$ cat src/rtl/fifo_pkg.sv
// Shared sizing helpers and pointer-wrap function for the parametrised single-clock FIFO.
package fifo_pkg;

    function automatic int unsigned clog2(input int unsigned value);
        int unsigned res;
        res = 0;
        for (int unsigned i = 0; i < 32; i++) begin
            if ((32'd1 << i) < value) res = i + 1;
        end
        return res;
    endfunction

    function automatic int unsigned addr_w(input int unsigned depth);
        return clog2(depth);
    endfunction

    // Count must hold DEPTH itself, hence the +1.
    function automatic int unsigned cnt_w(input int unsigned depth);
        return clog2(depth + 1);
    endfunction

    // Explicit wrap so non-power-of-two depths never address past the last entry.
    function automatic int unsigned ptr_inc(input int unsigned ptr, input int unsigned depth);
        return (ptr == depth - 1) ? 0 : ptr + 1;
    endfunction

endpackage

$ cat src/rtl/fifo_ram.sv
// WIDTH x DEPTH storage: one synchronous write port, one registered read port (reset to 0).
module fifo_ram
    import fifo_pkg::*;
#(
    parameter int unsigned WIDTH = 4,
    parameter int unsigned DEPTH = 8,
    localparam int unsigned ADDR_W = addr_w(DEPTH)
) (
    input  logic              clk_i,
    input  logic              rst_i,
    input  logic              we_i,
    input  logic [ADDR_W-1:0] waddr_i,
    input  logic [WIDTH-1:0]  wdata_i,
    input  logic              re_i,
    input  logic [ADDR_W-1:0] raddr_i,
    output logic [WIDTH-1:0]  rdata_o
);

    logic [WIDTH-1:0] mem_q [DEPTH];
    logic [WIDTH-1:0] rdata_q, rdata_d;

    // Storage is deliberately not reset.
    always_ff @(posedge clk_i) begin
        if (we_i) mem_q[waddr_i] <= wdata_i;
    end

    always_comb begin
        rdata_d = rdata_q;
        if (re_i) rdata_d = mem_q[raddr_i];
    end

    always_ff @(posedge clk_i or posedge rst_i) begin
        if (rst_i) rdata_q <= '0;
        else       rdata_q <= rdata_d;
    end

    assign rdata_o = rdata_q;

endmodule

$ cat src/rtl/sync_fifo_param.sv
// Parametrised single-clock FIFO with occupancy count and watermarks.
// Optional sticky Overflow/Underflow flags when SYNC_FIFO_ERR_EN is defined.
module sync_fifo_param
    import fifo_pkg::*;
#(
    parameter int unsigned WIDTH    = 4,
    parameter int unsigned DEPTH    = 8,
    parameter int unsigned AF_LEVEL = 6,
    parameter int unsigned AE_LEVEL = 2,
    localparam int unsigned ADDR_W  = addr_w(DEPTH),
    localparam int unsigned CNT_W   = cnt_w(DEPTH)
) (
    input  logic             CLK,
    input  logic             rst,
    input  logic             push,
    input  logic             pop,
    input  logic [WIDTH-1:0] Data_In,
    output logic [WIDTH-1:0] Data_Out,
    output logic             Data_Valid,
    output logic             Full,
    output logic             Empty,
    output logic             Almost_Full,
    output logic             Almost_Empty,
`ifdef SYNC_FIFO_ERR_EN
    input  logic             Err_Clr,
    output logic             Overflow,
    output logic             Underflow,
`endif
    output logic [CNT_W-1:0] Count
);

    logic [ADDR_W-1:0] wr_ptr_q, wr_ptr_d;
    logic [ADDR_W-1:0] rd_ptr_q, rd_ptr_d;
    logic [CNT_W-1:0]  count_q, count_d;
    logic              valid_q, valid_d;
    logic              push_acc, pop_acc;

    // Status decodes from registered count only; no path from push/pop.
    assign Full         = (count_q == CNT_W'(DEPTH));
    assign Empty        = (count_q == '0);
    assign Almost_Full  = (count_q >= CNT_W'(AF_LEVEL));
    assign Almost_Empty = (count_q <= CNT_W'(AE_LEVEL));

    assign pop_acc  = pop & ~Empty;
    assign push_acc = push & (~Full | pop_acc);

    always_comb begin
        wr_ptr_d = wr_ptr_q;
        rd_ptr_d = rd_ptr_q;
        if (push_acc) wr_ptr_d = ADDR_W'(ptr_inc(32'(wr_ptr_q), DEPTH));
        if (pop_acc)  rd_ptr_d = ADDR_W'(ptr_inc(32'(rd_ptr_q), DEPTH));
        count_d = count_q + CNT_W'(push_acc) - CNT_W'(pop_acc);
        valid_d = pop_acc;
    end

    always_ff @(posedge CLK or posedge rst) begin
        if (rst) begin
            wr_ptr_q <= '0;
            rd_ptr_q <= '0;
            count_q  <= '0;
            valid_q  <= 1'b0;
        end else begin
            wr_ptr_q <= wr_ptr_d;
            rd_ptr_q <= rd_ptr_d;
            count_q  <= count_d;
            valid_q  <= valid_d;
        end
    end

    fifo_ram #(
        .WIDTH (WIDTH),
        .DEPTH (DEPTH)
    ) u_ram (
        .clk_i   (CLK),
        .rst_i   (rst),
        .we_i    (push_acc),
        .waddr_i (wr_ptr_q),
        .wdata_i (Data_In),
        .re_i    (pop_acc),
        .raddr_i (rd_ptr_q),
        .rdata_o (Data_Out)
    );

    assign Data_Valid = valid_q;
    assign Count      = count_q;

`ifdef SYNC_FIFO_ERR_EN
    logic overflow_q, overflow_d;
    logic underflow_q, underflow_d;

    // Clear has priority over a same-cycle set.
    always_comb begin
        overflow_d  = overflow_q | (push & ~push_acc);
        underflow_d = underflow_q | (pop & Empty);
        if (Err_Clr) begin
            overflow_d  = 1'b0;
            underflow_d = 1'b0;
        end
    end

    always_ff @(posedge CLK or posedge rst) begin
        if (rst) begin
            overflow_q  <= 1'b0;
            underflow_q <= 1'b0;
        end else begin
            overflow_q  <= overflow_d;
            underflow_q <= underflow_d;
        end
    end

    assign Overflow  = overflow_q;
    assign Underflow = underflow_q;
`endif

endmodule

$ cat config.mk
export PLATFORM = sky130hd
export DESIGN_NAME = sync_fifo_param
export DESIGN_NICKNAME = d
export VERILOG_FILES = /design/src/rtl/fifo_pkg.sv /design/src/rtl/fifo_ram.sv /design/src/rtl/sync_fifo_param.sv
export SDC_FILE = /design/constraint.sdc
export NUM_CORES = 1
export LEC_CHECK = 0
export ABC_AREA = 1
export CORE_ASPECT_RATIO = 1.5
export CORE_MARGIN = 5
export CORE_UTILIZATION = 30
export DETAILED_ROUTE_END_ITERATION = 6
export PLACE_DENSITY = 0.47
export SYNTH_ARGS = -nofsm -noshare
export SYNTH_HDL_FRONTEND = slang
export SYNTH_SLANG_ARGS = --single-unit
export TNS_END_PERCENT = 100
$ cat constraint.sdc
create_clock -name CLK -period 3.45 [get_ports CLK]
set_input_delay 0.69 -clock CLK [delete_from_list [all_inputs] [get_ports CLK]]
set_output_delay 0.69 -clock CLK [all_outputs]
set_load 0.03 [all_outputs]
==> metrics, run 1 <==
gpl congestion 0.749; root cell of the clock tree clkbuf_16; post_cts resized 0; clock-pin slew on the worst setup and hold paths approximately 60 ps; Critical Path End Almost_Empty; Post-synth EDFFs 32; Overall Power 2440 uW; initial antenna violation count 0; FF-to-FF Start Count[3]; Combinational Power Share a little under two fifths; DRT iter0 DRCs 73; Mean Syn Cell Area 9.92 sq um; RSZ-0062 raised after global routing false; pwr/cell area 887 mW/mm^2; Worst setup SP type flip-flop; switching part of the total 37.4%; most frequent cells after synthesis 64 x nand2_1, 39 x inv_1, 34 x nand3_1; Ys Warns 0; crit path cell chain ha_1, inv_1, o31ai_1, clkdlybuf4s50_1; Final period util 77.4%; drt wl/cell 12.2 um; clock sinks 47; antenna cells 0; synthesized instance count 230; Rows 39; status finished clean; Area Growth Syn to Fin 20.4%; share of cells above drive strength 1 approximately 8.7%; CP Data Required Time 2760 ps; syn_nets 250; htree depth 2; dominant cell by count in the synthesized netlist nand2_1; crit path kind reg -> out; hpwl dp 3260 um; clk buf depth 2; # nets final 271; Final min period ~2700 ps; Die Area 0.00948 sq mm; first-pass GRT wire length 7320 um; r2r endpoint Count[2]; Bufs and invs on worst path 2; Netlist cell types 22; top cell family by delay on the critical path buffers and inverters; final slew viol count 0; FMAX 0.374 GHz; gr ovfl total 0; Die Width 81.2 um; cell-internal power about 1500 uW; Yosys top cell by area edfxtp_1; number of port buffers 20; Pre-Repair DR Iteration Count 4; crit path DAT about 2000 ps; CP endpoint kind primary output; Slew @ Worst Pin 641 ps; final hold vios 0; CTS tree built; DIE HEIGHT about 120 um; sequential area share after synthesis between 50% and 60%; largest net degree at the start of global routing 20; initial core utilization 30.4%; CP Depth 4; worst hold path class reg -> reg; Core Box Area 0.00751 sq mm; Setup TNS 0 ps; Skew-Pair Late Insertion Delay 280 ps; Cell Area, Synth 0.00228 sq mm; Fin Clk Skew 6.17 ps; drt via density 4.20; Slew headroom between 50% and 60%; Seq pwr share 37.1%; Post-synth ARST share 31.9%; number of global-route vias before repair 1433; vias post-DR between 1000 and 1500; clock share of power 25.1%; postcts setup bufs 0; CP peak stage delay 710 ps; Post-CTS Hold Fix Bufs 0; gr usage total about a tenth; share of the synthesized area in the top cell type 42.1%; post-route ant nets 0; Max FO, Critical Path 8; number of synthesized register bits 47; critical path's slowest cell clkdlybuf4s50_1; Post-route DRC 0; cts bufs inserted 5; Final setup violation count 0; Synth area leaders edfxtp_1 42%, dfrtp_1 16%, nand2_1 11%; WL final 4310 um; Max VDD drop ~0.47 mV; CP Launch Point Count[1]; worst r2r path cells 11; Psw 911 uW; Leak Pwr ~0.0012 uW; ys flop type edfxtp_1; R2R setup slack 1350 ps; Max Cap Viol 0; IO Count 21
[how the worst min path moves through the flow]
| stage | to | depth (start not counted) | slack [ps] | start |
|---|---|---|---|---|
| CTS | u_ram.rdata_o[3] | 2 | 490 | u_ram.rdata_o[3] |
| finish | u_ram.rdata_o[0] | 2 | 480 | u_ram.rdata_o[0] |
| global placement | u_ram.rdata_o[2] | 2 | 470 | u_ram.rdata_o[2] |
| detailed placement | u_ram.rdata_o[3] | 2 | 470 | u_ram.rdata_o[3] |
| floorplan | wr_ptr_q[0] | 2 | 560 | wr_ptr_q[0] |
| global route | u_ram.rdata_o[1] | 2 | 520 | u_ram.rdata_o[1] |
[power by group through the flow]
stage / Clock [uW] / Combinational (uW) / Sequential (uW)
2_1_floorplan: 0 / 614 / 945
4_1_cts: 629 / 941 / 909
3_3_place_gp: 0 / 936 / 920
5_1_grt: 652 / 1050 / 933
3_5_place_dp: 0 / 935 / 919
6_report: 611 / 920 / 905
[routing by layer]
layer | vias to the layer above | GRT usage [%] | routed length [um]
met2 | 19 | 19.0 | 2420
li1 | 770 | - | -
met1 | 693 | 11.4 | 1660
met3 | 6 | 2.60 | 140
met4 | 0 | 5.07 | 93
met5 | - | 0 | 0
[metrics by stage]
stage	hold slack (ps)	instance area [sq um]	util, %	cells	worst slack (ps)
floorplan	560	2280	-	230	1110
global placement	470	2560	34.0	346	985
detailed placement	470	2560	34.0	346	932
CTS	486	2750	36.5	354	744
global route	519	2750	36.5	354	618
finish	479	2750	36.5	354	779
[layout by cell type (no fill, tap or decap), types with 2 or more instances in the layout]
cell | synthesis | routed
bufinv_16 | 0 | 2
clkbuf_16 | 0 | 5
clkdlybuf4s50_1 | 0 | 20
dfrtp_1 | 15 | 15
edfxtp_1 | 32 | 32
ha_1 | 11 | 11
inv_1 | 39 | 39
nand2_1 | 64 | 64
nand2_2 | 3 | 3
nand2_4 | 2 | 2
nand3_1 | 34 | 34
nor2_1 | 5 | 5
nor2_2 | 7 | 7
o21ai_1 | 3 | 3
xnor2_1 | 2 | 2
[kinds of logic after synthesis]
family,share of synthesized area [%]
and+or+nand+nor,23.1
buffers and inverters,9.05
xor gates and xnor gates,0.768
AOI/OAI and AO/OA,1.59
adders and majority gates,6.91
DFF,58.6
[tightest hold or removal path, cell delays in order, from the launching register on]
cell	delay, ps
dfrtp_1	340
nand2_1	50
nand2_1	50
[state kept, by name, summed over array words and instances (netlist names)]
register	flops
rd_ptr_q	3
wr_ptr_q	3
u_ram.mem_q	32
Data_Valid	1
Count	4
u_ram.rdata_o	4
[final cells by class]
type / instances / area, sq um
inverter: 41 / 154
clock buffer: 6 / 129
timing repair buffer: 20 / 200
clock inverter: 2 / 60.1
fill: 785 / 4770
sequential: 47 / 1340
tap: 102 / 128
multi-input combinational: 136 / 738
(Power assumes the default switching activity.)
==> run 2, diff against run 1 <==
- PLACE_DENSITY: 0.47 -> 0.49
- clock period: 3.45 -> 2.3 ns (I/O delays scaled with it)
==> run 2 against run 1 <==
Critical path type unchanged. Final area is 0.36% lower. Sequential share of layout area is 0.18 points higher. Total power is 43% higher. Sequential power is 45% higher. Via count is 1.5% higher. Register-to-register slack worse by 1100 ps. Flip-flop and latch count stayed put. First-iteration DRC count is 38% lower. Setup slack worse by 590 ps.
==> metrics, run 2 (synthesized netlist as in run 1, its figures left out) <==
number of global-route vias before repair 1471 (was 1433); RSZ-0062 raised after global routing false (unchanged); CP Data Required Time 1840 ps (was 2760 ps); Rows 39 (unchanged); IO Count 21 (unchanged); Worst setup SP type flip-flop (unchanged); Fin Clk Skew 8.02 ps (was 6.17 ps); Final period util 92.0%; Pre-Repair DR Iteration Count 4 (unchanged); met2 Use GR 18.8% (was 19.0%); Die Width 81.2 um (unchanged); met3 Resource Use GR 2.45% (was 2.60%); Top Usage Layer GRT met2 (unchanged); htree depth 2 (unchanged); root cell of the clock tree clkbuf_16 (unchanged); Leak Pwr 0.00123 uW (was 0.00121 uW); post-route cell area 0.00274 sq mm (was 0.00275 sq mm); post-place instance area 0.00258 sq mm (was 0.00256 sq mm); Max Cap Viol 0 (unchanged); status finished clean (unchanged); max reg flops 32 (unchanged); most common cell after layout, fill and taps aside nand2_1 (unchanged); first-pass GRT wire length 7110 um (was 7320 um); clk buf depth 2 (unchanged); Core Box Area 0.00751 sq mm (unchanged); CP endpoint kind primary output (unchanged); Setup TNS 0 ps (unchanged); Die Area 0.00948 sq mm (unchanged); post-route ant nets 0 (unchanged); largest net degree at the start of global routing 18 (was 20); FF-to-FF Start Count[2] (was Count[3]); drt via density 4.23 (was 4.20); Max VDD drop 0.722 mV (was 0.467 mV); CTS tree built (unchanged); Post-route DRC 0 (unchanged); Area Growth Syn to Fin 19.9% (was 20.4%); crit path DAT 1650 ps (was 1980 ps); initial antenna violation count 0 (unchanged); final slew viol count 0 (unchanged); gr usage total 10.1% (was 10.6%); drt wl/cell 12.0 um (was 12.2 um); gr ovfl total 0 (unchanged); hold_sp u_ram.rdata_o[3] (was u_ram.rdata_o[0]); pwr/cell area 1270 mW/mm^2 (was 887 mW/mm^2); most frequent cells in the layout 64 x nand2_1, 39 x inv_1, 34 x nand3_1 (unchanged); FMAX 0.473 GHz; initial core utilization 30.4% (unchanged); antenna cells 0 (unchanged); Final setup violation count 0 (unchanged); Slew @ Worst Pin 646 ps (was 641 ps); Max FO, Critical Path 4 (was 8); met1 global-route usage 10.7% (was 11.4%); Slew headroom 56.9% (was 57.2%); worst hold path class reg -> reg (unchanged); number of port buffers 20 (unchanged); Skew-Pair Late Insertion Delay 290 ps (was 280 ps); DIE HEIGHT 117 um (unchanged); clock sinks 47 (unchanged); final hold vios 0 (unchanged); cts bufs inserted 5 (unchanged); share of cells above drive strength 1 10.2% (was 8.73%); DRT iter0 DRCs 45 (was 73); hpwl dp 3300 um (was 3260 um); CP Launch Point Count[2] (was Count[1]); Most flops, register u_ram.mem_q (unchanged); WL final 4300 um (was 4310 um); # nets final 274 (was 271); vias post-DR 1511 (was 1488); gpl congestion 0.828 (was 0.749); Final min period 2110 ps; crit path kind reg -> out (unchanged); clock-pin slew on the worst setup and hold paths 70 ps (was 60 ps)
run 2: cell count changes in the layout (fill, tap and decap cells not counted):
cell,before,now
dlygate4sd2_1,0,3
clkbuf_1,1,0
nor3b_4,0,1
dlymetal6s2s_1,0,1
bufinv_16,2,0
clkdlybuf4s50_1,20,16
buf_4,0,3
nor3b_2,1,0
inv_6,0,2
clkinv_4,0,1
run 2: timing repair:
action                     CTS  global route
setup endpoints to repair    3             1
buffers inserted             0             0
hold buffers                 0             0
resized for setup            3             1
run 2: critical path, stage by stage, from the launching register on:
cell	delay [ps]
dfrtp_1	410
inv_1	140
ha_1	160
inv_1	50
o31ai_1	180
dlygate4sd2_1	430
run 2: final cells by class:
type	instances	area (sq um)
Clock buffer	5	125
Clock inverter	3	26.3
Fill cell	805	4780
Inverter	41	154
Multi-Input combinational cell	136	744
Sequential cell	47	1340
Tap cell	102	128
Timing Repair Buffer	23	221
run 2: path summary, 6_finish.rpt:
kind	end	slack (ps)	cells past startpoint
min reg2reg	u_ram.rdata_o[3]	480	2
max	Almost_Empty	190	5
max reg2reg	Count[2]	270	11
min in group asynchronous	Count[1]	550	2
max in group asynchronous	wr_ptr_q[0]	1320	2
min	u_ram.rdata_o[3]	480	2
run 2: per-layer routing:
layer | wire length (um) | up-vias
li1 | - | 780
met1 | 1670 | 698
met2 | 2380 | 25
met3 | 138 | 8
met4 | 104 | 0
met5 | 0 | -
run 2: power by group:
| group | internal [uW] | leakage (uW) | switching (uW) | total [uW] |
|---|---|---|---|---|
| combinational | 562 | 0.000686 | 878 | 1440 |
| clock | 412 | 0.0000748 | 321 | 733 |
| sequential | 1120 | 0.000471 | 195 | 1310 |
| total | 2090 | 0.00123 | 1390 | 3490 |
run 2: metrics by stage:
stage / instances / total power (uW) / setup WS (ps) / hold WS (ps) / utilization [%]
floorplan: 230 / 2350 / 104 / 361 / -
global placement: 349 / 2820 / 130 / 467 / 34.4
detailed placement: 349 / 2810 / 94.1 / 466 / 34.4
CTS: 357 / 3540 / 74.7 / 484 / 36.4
global route: 357 / 3750 / 25.1 / 504 / 36.4
finish: 357 / 3490 / 185 / 480 / 36.4
